--- src/rtl/combo_pkg.sv ---
// Shared types and constants for the combo/score sequencer: note grades,
// base score per grade, combo tier thresholds and the controller states.
package combo_pkg;

    typedef enum logic [1:0] {
        MISS    = 2'd0,
        GOOD    = 2'd1,
        GREAT   = 2'd2,
        PERFECT = 2'd3
    } grade_t;

    typedef enum logic [1:0] {
        IDLE   = 2'd0,
        ACTIVE = 2'd1,
        ADD    = 2'd2,
        DONE   = 2'd3
    } state_t;

    // Points awarded per accepted note before the combo multiplier.
    localparam logic [2:0] BASE_MISS    = 3'd0;
    localparam logic [2:0] BASE_GOOD    = 3'd1;
    localparam logic [2:0] BASE_GREAT   = 3'd2;
    localparam logic [2:0] BASE_PERFECT = 3'd4;

    // Highest combo value that still belongs to tier x1..x4; above x4 is x5.
    localparam int unsigned TIER_X1_MAX = 5;
    localparam int unsigned TIER_X2_MAX = 13;
    localparam int unsigned TIER_X3_MAX = 24;
    localparam int unsigned TIER_X4_MAX = 38;

    function automatic logic [2:0] base_of(input logic [1:0] grade);
        case (grade)
            GOOD:    base_of = BASE_GOOD;
            GREAT:   base_of = BASE_GREAT;
            PERFECT: base_of = BASE_PERFECT;
            default: base_of = BASE_MISS;
        endcase
    endfunction

endpackage

--- src/rtl/combo_tier.sv ---
// Combinational combo-count to score-multiplier (x1..x5) mapping.
module combo_tier
    import combo_pkg::*;
#(
    parameter int COMBO_W = 8
) (
    input  logic [COMBO_W-1:0] combo,
    output logic [2:0]         mult
);

    logic [31:0] combo_ext;

    // Walk the tier thresholds from the lowest tier upward.
    always_comb begin
        combo_ext = 32'(combo);
        if (combo_ext <= TIER_X1_MAX) begin
            mult = 3'd1;
        end else if (combo_ext <= TIER_X2_MAX) begin
            mult = 3'd2;
        end else if (combo_ext <= TIER_X3_MAX) begin
            mult = 3'd3;
        end else if (combo_ext <= TIER_X4_MAX) begin
            mult = 3'd4;
        end else begin
            mult = 3'd5;
        end
    end

endmodule

--- src/rtl/combo_score_ctrl.sv ---
// Per-song scoring sequencer: accepts judged notes, keeps the combo and its
// multiplier tier, and adds base x multiplier to the score one add per cycle.
// Optional build macro COMBO_MAX_TRACK_EN enables the longest-combo register;
// without it max_combo reads as zero.
module combo_score_ctrl
    import combo_pkg::*;
#(
    parameter int SCORE_W = 20,
    parameter int COMBO_W = 8
) (
    input  logic               Clk,
    input  logic               Reset_n,
    input  logic               game_start,
    input  logic               game_end,
    input  logic               hit_valid,
    input  logic [1:0]         hit_grade,
    output logic               hit_ready,
    output logic [COMBO_W-1:0] combo_count,
    output logic [2:0]         multiplier,
    output logic [SCORE_W-1:0] score,
    output logic               score_valid,
    output logic [1:0]         state,
    output logic [COMBO_W-1:0] max_combo
);

    state_t             state_q, state_d;
    logic [COMBO_W-1:0] combo_q, combo_d;
    logic [2:0]         mult_q, tier_d;
    logic [SCORE_W-1:0] score_q, score_d;
    logic [2:0]         base_q, base_d;
    logic [2:0]         adds_left_q, adds_left_d;
    logic               end_pending_q, end_pending_d, end_seen;
    logic               valid_q, valid_d;
    logic               accept, is_miss;

    function automatic logic [SCORE_W-1:0] sat_add(input logic [SCORE_W-1:0] acc,
                                                   input logic [2:0]         inc);
        logic [SCORE_W:0] sum;
        sum = {1'b0, acc} + (SCORE_W+1)'(inc);
        if (sum[SCORE_W]) begin
            sat_add = '1;
        end else begin
            sat_add = sum[SCORE_W-1:0];
        end
    endfunction

    function automatic logic [COMBO_W-1:0] sat_inc(input logic [COMBO_W-1:0] cnt);
        if (&cnt) begin
            sat_inc = cnt;
        end else begin
            sat_inc = cnt + COMBO_W'(1);
        end
    endfunction

    assign hit_ready = (state_q == ACTIVE) && !game_start && !game_end;
    assign accept    = hit_valid && hit_ready;
    assign is_miss   = (hit_grade == MISS);

    // Next combo: game_start wipes it, a miss breaks it, any other hit extends it.
    always_comb begin
        combo_d = combo_q;
        if (game_start) begin
            combo_d = '0;
        end else if (accept) begin
            combo_d = is_miss ? '0 : sat_inc(combo_q);
        end
    end

    // Tier is taken from the post-update combo so the hit that crosses a
    // threshold is already scored at the new multiplier.
    combo_tier #(.COMBO_W(COMBO_W)) u_tier (
        .combo (combo_d),
        .mult  (tier_d)
    );

    // Next-state and datapath updates; game_start overrides everything else.
    always_comb begin
        state_d       = state_q;
        score_d       = score_q;
        base_d        = base_q;
        adds_left_d   = adds_left_q;
        end_pending_d = end_pending_q;
        end_seen      = 1'b0;
        valid_d       = 1'b0;
        case (state_q)
            IDLE: begin
                if (game_start) begin
                    state_d = ACTIVE;
                end
            end
            ACTIVE: begin
                if (game_start) begin
                    state_d = ACTIVE;
                end else if (game_end) begin
                    state_d = DONE;
                end else if (accept) begin
                    if (is_miss) begin
                        valid_d = 1'b1;
                    end else begin
                        base_d      = base_of(hit_grade);
                        adds_left_d = tier_d;
                        state_d     = ADD;
                    end
                end
            end
            ADD: begin
                if (game_start) begin
                    state_d = ACTIVE;
                end else begin
                    score_d       = sat_add(score_q, base_q);
                    adds_left_d   = adds_left_q - 3'd1;
                    end_seen      = end_pending_q | game_end;
                    end_pending_d = end_seen;
                    if (adds_left_q == 3'd1) begin
                        valid_d       = 1'b1;
                        end_pending_d = 1'b0;
                        state_d       = end_seen ? DONE : ACTIVE;
                    end
                end
            end
            default: begin
                if (game_start) begin
                    state_d = ACTIVE;
                end
            end
        endcase
        if (game_start) begin
            score_d       = '0;
            base_d        = '0;
            adds_left_d   = '0;
            end_pending_d = 1'b0;
        end
    end

    // State and datapath registers.
    always_ff @(posedge Clk or negedge Reset_n) begin
        if (!Reset_n) begin
            state_q       <= IDLE;
            combo_q       <= '0;
            mult_q        <= 3'd1;
            score_q       <= '0;
            base_q        <= '0;
            adds_left_q   <= '0;
            end_pending_q <= 1'b0;
            valid_q       <= 1'b0;
        end else begin
            state_q       <= state_d;
            combo_q       <= combo_d;
            mult_q        <= tier_d;
            score_q       <= score_d;
            base_q        <= base_d;
            adds_left_q   <= adds_left_d;
            end_pending_q <= end_pending_d;
            valid_q       <= valid_d;
        end
    end

`ifdef COMBO_MAX_TRACK_EN
    logic [COMBO_W-1:0] max_q;

    // Longest combo this song, compared against the post-update combo.
    always_ff @(posedge Clk or negedge Reset_n) begin
        if (!Reset_n) begin
            max_q <= '0;
        end else if (game_start) begin
            max_q <= '0;
        end else if (combo_d > max_q) begin
            max_q <= combo_d;
        end
    end

    assign max_combo = max_q;
`else
    assign max_combo = '0;
`endif

    assign combo_count = combo_q;
    assign multiplier  = mult_q;
    assign score       = score_q;
    assign score_valid = valid_q;
    assign state       = state_q;

endmodule

--- config.mk ---
export PLATFORM = sky130hd
export DESIGN_NAME = combo_score_ctrl
export DESIGN_NICKNAME = d
export VERILOG_FILES = /design/src/rtl/combo_pkg.sv /design/src/rtl/combo_tier.sv /design/src/rtl/combo_score_ctrl.sv
export SDC_FILE = /design/constraint.sdc
export NUM_CORES = 1
export LEC_CHECK = 0
export ABC_AREA = 0
export ABC_CLOCK_PERIOD_IN_PS = 4850
export CAP_MARGIN = 5
export CORE_MARGIN = 2
export CORE_UTILIZATION = 42
export CTS_CLUSTER_DIAMETER = 200
export DETAILED_ROUTE_END_ITERATION = 10
export GPL_TIMING_DRIVEN = 0
export PLACE_DENSITY_LB_ADDON = 0.25
export SYNTH_ARGS = -nofsm -noshare
export SYNTH_HDL_FRONTEND = slang
export SYNTH_SLANG_ARGS = --single-unit
--- constraint.sdc ---
create_clock -name Clk -period 4.85 [get_ports Clk]
set_input_delay 1.455 -clock Clk [delete_from_list [all_inputs] [get_ports Clk]]
set_output_delay 1.455 -clock Clk [all_outputs]
set_load 0.05 [all_outputs]
Word level (Yosys, flattened, before mapping)

Cells that the tools add are included.

Eq/ne operators: 14
Bitwise operators: 1
Reductions and logical operators: 14
Magnitude comparators: 4
Add/sub/neg operators: 3
Multiplexer cells: 41

Operators with widths:

| operator                                                       | count |
|---|---|
| two-way mux 20 bit                                             | 3 |
| two-way mux 3 bit                                              | 12 |
| two-way mux 8 bit                                              | 4 |
| adder 20 x 3 -> 21 bit                                         | 1 |
| two-way mux 2 bit                                              | 8 |
| != test 3 bit, second input constant                           | 4 |
| AND reduction 4 bit                                            | 3 |
| two-way mux 1 bit                                              | 10 |
| one-hot mux 3 bit (3 select lines)                             | 1 |
| adder 8 x 1 -> 8 bit, second input constant                    | 1 |
| less-or-equal comparator 8 x 3 -> 1 bit, second input constant | 1 |
| less-or-equal comparator 8 x 4 -> 1 bit, second input constant | 1 |
| less-or-equal comparator 8 x 5 -> 1 bit, second input constant | 1 |
| less-or-equal comparator 8 x 6 -> 1 bit, second input constant | 1 |
| != test 4 bit, second input constant                           | 2 |
| AND reduction 8 bit                                            | 1 |
| == test 2 bit, second input constant                           | 3 |
| one-hot mux 3 bit (2 select lines)                             | 1 |
| nonzero test 2 bit                                             | 3 |
| == test 2 x 1 -> 1 bit, second input constant                  | 2 |
| != test 2 bit, second input constant                           | 2 |
| one-hot mux 2 bit (2 select lines)                             | 1 |
| == test 3 x 1 -> 1 bit, second input constant                  | 1 |
| logical AND 1 bit                                              | 3 |
| 6 further kinds                                                | 7 |

Input port bits: 7
Word-level logic and storage cells: 85
Output and inout bits: 43
Bits in registers: 41

Depth between registers and ports, before layout

Depth in word-level cells: 16
Gate-level depth with buffers: 11
Gate-level depth less buffers: 9

Hierarchy

A second synthesis with hierarchy kept.

Cell total of the unflattened synthesis: 257
Area, all modules: 2398.6 um^2

By module, submodules not included:

| module           | sequential area each (um^2) | cells an instance | times used | area an instance (um^2) |
|---|---|---|---|---|
| combo_score_ctrl | 1027.2                      | 246               | 1          | 2323.5 |
| combo_tier       | 0.0                         | 11                | 1          | 75.1 |

Least setup slack after synthesis

Ideal clock, no wire load.

Path type: input to output
Start point: input port game_start
End point: output port hit_ready
Slack: 0.619 ns
Arrival time: 2.776 ns
Path buffers: 1
Data required time: 3.395 ns
Cell stages on the path: 2
Cell sequence: buf_6 nor3b_1

Cells in the longest elaborated chain, start to end: 3

RTL lines:

| element                        | line                   | RTL |
|---|---|---|
| from (decl)                    | combo_score_ctrl.sv:13 | `input logic game_start,` |
| zero test 1 bit                | combo_score_ctrl.sv:55 | `assign hit_ready = (state_q == ACTIVE) && !game_start && !game_end;` |
| logical AND 1 bit (2 in a row) | combo_score_ctrl.sv:55 |  |
| to (decl)                      | combo_score_ctrl.sv:17 | `output logic hit_ready,` |

Every way passes these cells.

Worst setup path after layout

Start point: input port game_end
End point: output port hit_ready

Cells in the longest elaborated chain, start to end: 2

RTL lines:

| element           | line                   | RTL |
|---|---|---|
| from (decl)       | combo_score_ctrl.sv:14 | `input logic game_end,` |
| zero test 1 bit   | combo_score_ctrl.sv:55 |  |
| logical AND 1 bit | combo_score_ctrl.sv:55 |  |

Every way passes these cells.

==> impl_metrics.ini <==
[synth]
synth_seq_area_share_pct = 38.3
synth_seq_cells = 41
synth_edf_count = 0
synth_most_common_cell = dfrtp_1
synth_top_area_share_pct = 37.4
synth_cells = 296
syn-cell-area_um2 = 2680
yosys_most_used_dff = dfrtp_1
synth_commonest_cells = dfrtp_1, nor2_1, nand2_1, a21oi_1
synth_cell_types = 64
yosys.area.top_type = dfrtp_1
netlist_top_cells_area = dfrtp_1, nor2_1, a211oi_1
synth-warning-count = 0
async_flop_share_pct = 100
avgSynthCellArea_um2 = 9.05

[critical_path]
critPathTopFamily = buffers and inverters
crit_chain = clkdlybuf4s50_1 -> nor3b_1 -> clkdlybuf4s50_1
critPathLaunchType = input pin
required_ns = 3.39
slowest_stage = clkdlybuf4s50_1
worst_ep_arrival_time_ns = 3.22
cp_max_fo = 7
end_kind = output pin
path_class = input pin to output pin
cp_num_buf_inv = 2
critical_path.max_stage_delay_ns = 0.86
cp_common_cell = clkdlybuf4s50_1

[place]
gp_congestion = 0.884
place_hpwl_um = 4670
place_area_um2 = 3220
port_buffers = 40

[pwr]
p_sw_share_pct = 33.1
clkPwrFrac_pct = 33.2
finalPower_uw = 986
p_int_uw = 660
p_switching_uw = 326
combPwrFrac_pct = 28.2
vdd_ir_drop_max_uv = 206
power_leakage_uw = 0.00139
powerDensity_nw_per_um2 = 294
pwr-share-seq_pct = 38.6

[global_route]
grt_pass1_vias = 2196
grt.total_usage_pct = 18.9
grt_pass1_wl_um = 10800
grt_max_degree = 31
overflow = 0
antenna_found_initial = 0

[sta]
finalSetupViolCount = 0
tightest_slew_ns = 0.635
drv_slew = 0
fin_skew_ns = 0.00903
fmax_mhz = 214
finalSetupTns_ns = 0
timing.final.crit_period_ns = 4.67
finalCritPeriodShare_pct = 96.4
rsz0062_at_grt = no
finalHoldViolCount = 0
max_slew_margin_pct = 57.4
timing.hold.ws_ns = 0.500

[route]
avgRoutedWirePerCell_um = 14.8
drt-total-wl_um = 6370
avgViaCountPerCell = 5.56
antenna_left = 0
drt-initial-drc-count = 160
first_pass_iters = 4
route.vias.total = 2385
drc = 0

[cells_and_area]
area.sequential_um2 = 1030
nNetsFinal = 367
multi_input_area_um2 = 1480
fin_area_um2 = 3350
fillCellCount = 576
insertedDiodeCount = 0
synthToLayoutAreaGrowth_pct = 25.1
drive_gt1_share_pct = 13.9

[run_status]
status = finished clean

[cts]
clk_pin_slew_ns = 0.08
cts_tree = done
cts_made_buffers = 5
clock_latency_ns = 0.29
cts_buffer_depth = 2
postCtsSetupBuffers = 0
cts_hold_buf = 0
cts-root-buf = clkbuf_8
cts_sinks = 41
htreeDepth = 2
cts_resized = 0

[run]
maxCapViolations = 0

[floorplanning]
die_h_um = 83.9
initial_utilization_pct = 42.9
die_w_um = 83.9
core_um2 = 6240
rows = 29
dieArea_um2 = 7030
io_pins = 50

[worst_hold_path]
hp-class = flop to flop
## per-layer routing
metal | vias up | global-route usage [%] | wire [µm]
li1 | 1190 | - | -
met1 | 1120 | 25.1 | 2880
met2 | 71 | 31.7 | 3120
met3 | 4 | 3.56 | 331
met4 | 0 | 4.84 | 39
met5 | - | 0 | 0
## power by group through the flow
stage / clock network [µW] / registers [µW] / logic, µW
floorplan: 0 / 427 / 152
global placement: 0 / 386 / 269
detailed placement: 0 / 387 / 277
CTS: 336 / 380 / 280
global route: 351 / 384 / 306
finish: 327 / 380 / 278
## path summary, 6_finish.rpt
path	startpoint	endpoint	slack, ns	depth (start not counted)
max	game_end	hit_ready	0.18	3
min	adds_left_q[1]	adds_left_q[1]	0.50	2
min reg2reg	adds_left_q[1]	adds_left_q[1]	0.50	2
max reg2reg	score[0]	score[0]	2.35	9
max in group asynchronous	Reset_n	multiplier[0]	3.29	2
min in group asynchronous	Reset_n	score[13]	1.03	1
## layout make-up
class / count / share of cell area, %
buffer: 23 / 4.26
sequential: 41 / 30.7
clock inverter: 3 / 1.94
inverter: 15 / 1.68
clock buffer: 5 / 2.05
multi-input combinational: 224 / 44.1
timing repair buffer: 41 / 12.4
tap: 77 / 2.88
## layout by cell type (no fill, tap or decap), types with 3 or more instances in the layout
cell type	n
dfrtp_1	40
conb_1	8
a31oi_1	5
o31ai_1	3
buf_2	7
mux2i_1	6
and4_1	3
nand2_1	22
a21o_1	3
clkdlybuf4s50_1	39
clkbuf_1	5
buf_4	9
nand3_1	10
o21ai_0	10
a211oi_1	14
nand4_1	6
nor2b_1	3
a311oi_1	7
ha_1	8
a21oi_1	19
inv_1	14
clkbuf_8	5
and3_1	4
or2_2	4
o211ai_1	4
nor3_1	8
nor2_1	35
## sequential cells by signal, summed over array words and instances, names as in the netlist
name and flops:
score 20, combo_count 8, adds_left_q 3, base_q 3, multiplier 3, state 2
end_pending_q 1, score_valid 1
## stage by stage
stage	cells	utilization, %	setup WS [ns]
after detailed placement	421	51.5	0.152
after CTS	429	53.7	0.150
final	429	53.7	0.176
after global placement	420	51.3	0.163
after floorplan	303	-	0.619
after global routing	429	53.7	0.0534
## tightest hold or removal path, delay by kind of cell, from the launching register on
kind	cells	cell delay, ns
flip-flops	1	0.35
AO/OA/AOI/OAI	2	0.12
## cells by family after synthesis
group	after synthesis	share of synthesized area, %
buffers and inverters	38	7.43
XOR/XNOR	2	0.654
AND/OR/NAND/NOR	113	22.9
other	1	0.140
flip-flops	41	38.3
adder cells (fa/ha/maj)	9	4.48
AO/OA/AOI/OAI	84	22.8
multiplexers	8	3.22
Note: power is estimated with default switching activity, not from simulation.
